`src/rtl/mips_mem_region_router.sv`:
```
// mips_mem_region_router
// Runtime-programmable N-region address decoder between the CPU load/store
// port and memory/MMIO slaves. Each accepted request is registered for one
// cycle and either forwarded with a one-hot region select and region-relative
// offset, or consumed and recorded as a fault (miss or store to read-only).
module mips_mem_region_router #(
  parameter int ADDR_W     = 32,
  parameter int N_REGIONS  = 4,
  parameter int TEXT_BYTES = 1024,
  parameter int DATA_BYTES = 1024,
  parameter int MMIO_BYTES = 256,
  parameter int CNT_W      = 8
) (
  input  logic                         clk,
  input  logic                         rst_n,
  input  logic                         cfg_we,
  input  logic [$clog2(N_REGIONS)-1:0] cfg_idx,
  input  logic [ADDR_W-1:0]            cfg_base,
  input  logic [ADDR_W-1:0]            cfg_limit,
  input  logic                         cfg_ro,
  input  logic                         in_valid,
  output logic                         in_ready,
  input  logic [ADDR_W-1:0]            in_addr,
  input  logic                         in_we,
  output logic                         out_valid,
  input  logic                         out_ready,
  output logic [N_REGIONS-1:0]         out_sel,
  output logic [ADDR_W-1:0]            out_offset,
  output logic                         out_we,
  output logic                         fault,
  output logic [ADDR_W-1:0]            fault_addr,
  output logic [CNT_W-1:0]             fault_cnt,
  input  logic                         fault_clr
);

  // Default MIPS memory map
  localparam logic [ADDR_W-1:0] TEXT_BASE   = ADDR_W'(32'h0040_0000);
  localparam logic [ADDR_W-1:0] TEXT_LIMIT  = TEXT_BASE + ADDR_W'(TEXT_BYTES - 1);
  localparam logic [ADDR_W-1:0] DATA_BASE   = ADDR_W'(32'h1001_0000);
  localparam logic [ADDR_W-1:0] DATA_LIMIT  = DATA_BASE + ADDR_W'(DATA_BYTES / 2 - 1);
  localparam logic [ADDR_W-1:0] STACK_LIMIT = ADDR_W'(32'h7fff_effc);
  localparam logic [ADDR_W-1:0] STACK_BASE  = STACK_LIMIT - ADDR_W'(DATA_BYTES / 2);
  localparam logic [ADDR_W-1:0] MMIO_BASE   = ADDR_W'(32'hffff_0000);
  localparam logic [ADDR_W-1:0] MMIO_LIMIT  = MMIO_BASE + ADDR_W'(MMIO_BYTES - 1);
  localparam logic [CNT_W-1:0]  CNT_MAX     = '1;

  logic [ADDR_W-1:0]    reg_base  [N_REGIONS];
  logic [ADDR_W-1:0]    reg_limit [N_REGIONS];
  logic                 reg_ro    [N_REGIONS];

  logic                 hit;
  logic                 hit_ro;
  logic [N_REGIONS-1:0] hit_sel;
  logic [ADDR_W-1:0]    hit_base;
  logic                 accept;
  logic                 blocked;
  logic                 fwd;
  logic                 flt;

  // Region table: defaults on reset, single-entry runtime writes
  always_ff @(posedge clk) begin
    if (!rst_n) begin
      for (int unsigned i = 0; i < N_REGIONS; i++) begin
        reg_base[i]  <= '1;
        reg_limit[i] <= '0;
        reg_ro[i]    <= 1'b0;
      end
      reg_base[0]  <= TEXT_BASE;
      reg_limit[0] <= TEXT_LIMIT;
      reg_ro[0]    <= 1'b1;
      reg_base[1]  <= DATA_BASE;
      reg_limit[1] <= DATA_LIMIT;
      reg_base[2]  <= STACK_BASE;
      reg_limit[2] <= STACK_LIMIT;
      reg_base[3]  <= MMIO_BASE;
      reg_limit[3] <= MMIO_LIMIT;
    end else if (cfg_we && (int'(cfg_idx) < N_REGIONS)) begin
      reg_base[cfg_idx]  <= cfg_base;
      reg_limit[cfg_idx] <= cfg_limit;
      reg_ro[cfg_idx]    <= cfg_ro;
    end
  end

  // Priority decode of in_addr against the current (pre-write) table; lowest index wins
  always_comb begin
    hit      = 1'b0;
    hit_ro   = 1'b0;
    hit_sel  = '0;
    hit_base = '0;
    for (int unsigned i = 0; i < N_REGIONS; i++) begin
      if (!hit && (reg_base[i] <= in_addr) && (in_addr <= reg_limit[i])) begin
        hit        = 1'b1;
        hit_ro     = reg_ro[i];
        hit_sel[i] = 1'b1;
        hit_base   = reg_base[i];
      end
    end
  end

  // Handshake and request classification
  always_comb begin
    in_ready = !out_valid || out_ready;
    accept   = in_valid && in_ready;
    blocked  = !hit || (in_we && hit_ro);
    fwd      = accept && !blocked;
    flt      = accept && blocked;
  end

  // Output register stage; fields only change when a new request is forwarded
  always_ff @(posedge clk) begin
    if (!rst_n) begin
      out_valid  <= 1'b0;
      out_sel    <= '0;
      out_offset <= '0;
      out_we     <= 1'b0;
    end else if (fwd) begin
      out_valid  <= 1'b1;
      out_sel    <= hit_sel;
      out_offset <= in_addr - hit_base;
      out_we     <= in_we;
    end else if (out_ready) begin
      out_valid  <= 1'b0;
    end
  end

  // Sticky fault state; a fault accepted together with fault_clr restarts the count at 1
  always_ff @(posedge clk) begin
    if (!rst_n) begin
      fault      <= 1'b0;
      fault_addr <= '0;
      fault_cnt  <= '0;
    end else if (flt) begin
      fault      <= 1'b1;
      fault_addr <= in_addr;
      if (fault_clr)
        fault_cnt <= CNT_W'(1);
      else if (fault_cnt != CNT_MAX)
        fault_cnt <= fault_cnt + CNT_W'(1);
    end else if (fault_clr) begin
      fault      <= 1'b0;
      fault_addr <= '0;
      fault_cnt  <= '0;
    end
  end

endmodule
```
`config.mk`:
```
export PLATFORM = sky130hd
export DESIGN_NAME = mips_mem_region_router
export DESIGN_NICKNAME = d
export VERILOG_FILES = /design/src/rtl/mips_mem_region_router.sv
export SDC_FILE = /design/constraint.sdc
export NUM_CORES = 1
export LEC_CHECK = 0
export BUFFER_PORTS_ARGS = -buffer_cell sky130_fd_sc_hd__buf_2
export CAP_MARGIN = 40
export CORE_ASPECT_RATIO = 1.75
export CORE_MARGIN = 10
export CORE_UTILIZATION = 55
export CTS_CLUSTER_SIZE = 8
export DETAILED_ROUTE_END_ITERATION = 6
export GPL_ROUTABILITY_DRIVEN = 0
export PLACE_DENSITY_LB_ADDON = 0.3
export SLEW_MARGIN = 20
export SYNTH_ARGS = -nofsm -noshare
export SYNTH_HDL_FRONTEND = slang
export SYNTH_SLANG_ARGS = --single-unit
```
`constraint.sdc`:
```
create_clock -name clk -period 8.8 [get_ports clk]
set_clock_uncertainty 0.15 [all_clocks]
set_input_delay 0.44 -clock clk [delete_from_list [all_inputs] [get_ports clk]]
set_output_delay 0.44 -clock clk [all_outputs]
set_load 0.1 [all_outputs]
```
[Word level (Yosys, flattened, before mapping)]
Memories as Yosys holds them, arrays and structs flattened.
Index checks and enable logic that the tools add are counted.
Cells by class
  bitwise gates (word level): 9
  reduce and logical (&&, ||, !) cells: 26
  mux-type cells: 47
  equality and inequality tests: 1
  $add $sub $neg: 2
  magnitude comparators: 8
Operator list (number)
  $mux 32: 16
  $le 32x32->1: 8
  $reduce_or 32->1: 2
  $mux 8: 4
  $sub 32x32->32: 1
  $mux 1: 24
  $logic_and 1x1->1: 11
  $or 1x1->1: 9
  $add 8x1->8 const B: 1
  $ne 8x8->1 const B: 1
  $logic_not 1->1: 6
  $mux 2: 3
  $reduce_bool 2->1: 3
  $logic_or 1x1->1: 2
  $reduce_and 2->1: 1
  $reduce_or 1->1: 1
Word-level totals
  RAM bits: 260
  word-level logic and storage cells: 103
  input port bits: 106
  register bits after elaboration: 79
  memories: 3
  output and inout bits: 80
Memories
  reg_base: words 4, width 32, rd ports 4, clocked after Yosys merged registers in 0, write ports 4, line 47  | logic [ADDR_W-1:0] reg_base [N_REGIONS];
  reg_limit: words 4, width 32, rd ports 4, clocked after Yosys merged registers in 0, write ports 4, line 48  | logic [ADDR_W-1:0] reg_limit [N_REGIONS];
  reg_ro: words 4, width 1, rd ports 4, clocked after Yosys merged registers in 0, write ports 4, line 49  | logic reg_ro [N_REGIONS];

[Logic depth before layout (Yosys ltp)]
  word-level depth: 20
  gate-level depth with buffers: 26

[Worst setup path before layout]
Ideal clock, no wire load.
  path type: in2reg
  start: input in_addr[31]
  end: register out_offset[31]
  arrival time: 5.228 ns
  setup slack: 3.347 ns
  required time: 8.575 ns
  stages: 25
  library setup time: 0.075 ns
  path through: inv_1 -> ha_1 -> nand4_1 -> or2_1 -> nor3_2 -> o41ai_1 -> a22o_1 -> and2_4 -> buf_6 -> nor2_4 -> and3_1 -> clkbuf_1 -> buf_1 -> a221oi_1 -> ha_1 -> a211oi_1 -> nor2_1 -> a311o_1 -> a2111oi_4 -> nor4_1 -> nor3_2 -> nor3_1 -> a2111o_1 -> a21o_1 -> a31oi_1
Between the ends
  cells in the longest elaborated chain, start to end: 19
  elaborated cells on any way between the ends: 36
Ends and longest elaborated chain
  start, declared: line 23  | input logic [ADDR_W-1:0] in_addr,
  branches (longest 19 deep; another with $le 32x32->1)
  end signal, assigned: line 119  | out_offset <= in_addr - hit_base;
  end, declared: line 28  | output logic [ADDR_W-1:0] out_offset,
Several ways; the timed one is not identified.
A chain may end at the register's enable or synchronous reset.

==> results.py <==
metrics = {
    "timing": {
        "fin_crit_sh": 0.800,
        "tns_ns": 0,
        "finalHoldViolCount": 0,
        "post-route-min-period_ns": 7.04,
        "tightest_slew_ns": 0.842,
        "final-setup-viol-count": 0,
        "slew_violations": 0,
        "rsz0062_at_grt": "false",
        "relSlewSlack": 0.439,
        "max_freq_ghz": 0.142,
    },
    "detailed_routing": {
        "drtAntennaViolNets": 0,
        "drt_iter0_markers": 1650,
        "viasPerCell": 6.12,
        "vias": 17400,
        "wl_per_cell_um": 22.2,
        "routed_wirelength_um": 63300,
        "drc": 0,
        "first_pass_iters": 6,
    },
    "die": {
        "die_area_mm2": 0.0479,
        "die_w_um": 170,
        "ios": 186,
        "start_util": 0.558,
        "die_h_um": 282,
        "core-area_mm2": 0.0386,
        "rows": 95,
    },
    "placement": {
        "placed_area_mm2": 0.0230,
        "io_buffer_count": 185,
        "hpwl_um": 47300,
    },
    "yosys": {
        "ys_seq_area_frac": 0.434,
        "synth_cell_types": 76,
        "postSynthAreaPerCell_um2": 9.97,
        "ys.flop_type": "edfxtp_1",
        "ys_ff_latch": 339,
        "postSynthCellCount": 2163,
        "synth_area_mm2": 0.0216,
        "synth_warnings": 0,
        "synthArstFlopShare": 0,
        "synth_edf_count": 257,
        "syn-num-nets": 2558,
    },
    "setup_path": {
        "end_kind": "register",
        "critPathArrivalTime_ns": 7.38,
        "crit_required_ns": 9.14,
        "critPathKind": "reg2reg",
        "crit_path_start_kind": "register",
        "crit_fanout": 28,
    },
    "layout": {
        "nNetsFinal": 2739,
        "mostFrequentLayoutCell": "ha_1",
        "final_area_mm2": 0.0244,
        "syn2layout_area_growth_pct": 13.3,
        "drive_gt1_frac": 0.143,
        "layout_common_cells": "288 x ha_1, 257 x edfxtp_1, 201 x a21oi_1",
        "fillers": 3097,
    },
    "job": {
        "maxCapViolations": 0,
    },
    "pwr": {
        "combPwrFrac": 0.306,
        "pwr-share-seq": 0.373,
        "p_sw_frac": 0.355,
        "p_int_mw": 3.34,
        "powerDensity_mw_per_mm2": 212,
        "p_leak_nw": 10.4,
        "p_switching_mw": 1.84,
        "ir_worst_vdd_uv": 136,
        "p_clk_frac": 0.321,
    },
    "clock_network": {
        "cts_resized": 0,
        "cts_hold_buf": 7,
        "cts_tree": "built",
        "clkSinkCount": 339,
        "numCtsBuffers": 48,
        "clock_latency_ns": 0.57,
        "post_cts_buffers": 0,
        "clk_path_buf_depth": 3,
        "clk_pin_slew_ns": 0.05,
        "cts_max_level": 2,
        "clockRootBuffer": "clkbuf_16",
    },
    "global_route": {
        "grt_max_degree": 68,
        "grt_pass1_wl_um": 97000,
        "track_usage": 0.260,
        "overflow": 0,
        "grt_pass1_vias": 17800,
        "grt_antenna_before_repair": 11,
    },
    "worst_hold_path": {
        "min_path_type": "in2reg",
    },
    "run_status": {
        "status": "completed",
    },
}
[metrics by stage]
stage | util | worst slack, ns | hold slack [ns] | total power, mW | cells
2_1_floorplan | - | 3.35 | 0.286 | 3.12 | 2163
3_3_place_gp | 0.593 | 1.33 | 0.310 | 3.47 | 2765
3_5_place_dp | 0.595 | 1.55 | 0.316 | 3.52 | 2770
4_1_cts | 0.631 | 1.84 | 0.0000609 | 5.18 | 2838
5_1_grt | 0.632 | 1.56 | 0.0129 | 5.40 | 2845
6_report | 0.633 | 1.76 | 0.0147 | 5.18 | 2846
[power by group through the flow]
stage	registers, mW	clock network, mW	logic (mW)
finish	1.93	1.66	1.59
global route	1.94	1.74	1.72
CTS	1.93	1.68	1.57
detailed placement	1.96	0	1.56
global placement	1.96	0	1.52
floorplan	2.27	0	0.851
[worst max-delay path: stages, from the launching register on]
cell,delay [ns]
edfxtp_1,0.33
inv_1,0.04
ha_1,0.30
nand4_1,0.19
nor4_1,0.39
clkdlybuf4s15_2,0.32
nand3_1,0.23
o21ai_0,0.37
o21a_1,0.32
and2_4,0.40
nor2_4,0.07
and3_1,0.39
a221oi_1,0.47
ha_1,0.31
nor2b_1,0.14
o31ai_1,0.45
a31oi_1,0.28
a2111oi_4,0.52
nor4_1,0.21
nor3_2,0.24
nor3_1,0.08
a2111o_1,0.41
a21o_1,0.16
a31oi_1,0.16
[cell type report]
cell class / instances / area (µm²) / area share
inverter: 184 / 691 / 0.0283
multi-input combinational: 1553 / 11200 / 0.458
clock buffer: 58 / 1260 / 0.0516
timing repair buffer: 218 / 1260 / 0.0516
tap: 485 / 607 / 0.0248
clock inverter: 3 / 53.8 / 0.00220
sequential: 339 / 9360 / 0.383
antenna: 6 / 15.0 / 0.000614
[registers in the layout, summed over array words and instances, names as in the netlist]
signal and flops:
out_valid 1, reg_base 128, fault_cnt 8, out_we 1, fault_addr 32, out_sel 4
fault 1, reg_limit 128, out_offset 32, reg_ro 4
[metal layers]
metal,routed length [µm],up-vias,GRT usage
li1,-,8217,-
met4,4380,12,0.170
met3,4520,255,0.0541
met2,31800,726,0.461
met5,88,-,0
met1,22500,8199,0.271
[Yosys cell counts, types with 5 or more instances]
library cell	n	area, µm²
ha_1	288	3600
buf_2	15	75.1
nor4_1	12	75.1
mux2i_1	10	100
o211ai_1	13	97.6
a211oi_1	22	165
edfxtp_1	257	7720
and2_1	138	863
or2_2	47	294
a221oi_1	32	280
o21ai_0	82	410
nor3_1	20	100
o21a_1	18	135
nand2_1	97	364
nor2_1	81	304
and3_1	10	62.6
xnor2_1	17	149
dfxtp_1	82	1640
xor2_1	5	43.8
nor2b_1	45	282
o31ai_1	6	45.0
buf_1	6	22.5
o21ai_1	20	100
inv_1	184	691
a21oi_1	201	1010
nand4_1	54	338
a21o_1	33	248
o21bai_1	5	37.5
nand3_1	93	465
nand2b_1	90	563
clkbuf_1	61	229
a31oi_1	9	56.3
nor3b_1	32	240
[worst paths after layout]
check / startpoint / to / slack (ns) / cells after the start
max: reg_limit[1][31]$_SDFFCE_PN0P_ / out_offset[31]$_SDFFE_PN0P_ / 1.76 / 23
min: cfg_base[22] / reg_base[0][22]$_SDFFCE_PN1P_ / 0.01 / 2
max reg2reg: reg_limit[1][31]$_SDFFCE_PN0P_ / out_offset[31]$_SDFFE_PN0P_ / 1.76 / 23
min reg2reg: out_offset[5]$_SDFFE_PN0P_ / out_offset[5]$_SDFFE_PN0P_ / 0.32 / 2
[cells by family after synthesis]
logic type / synth area share
adders and majority gates: 0.168
DFF: 0.434
xor gates and xnor gates: 0.00893
AOI/OAI and AO/OA: 0.143
buffers and inverters: 0.0492
muxes: 0.00464
and+or+nand+nor: 0.192
(Power assumes the default switching activity.)
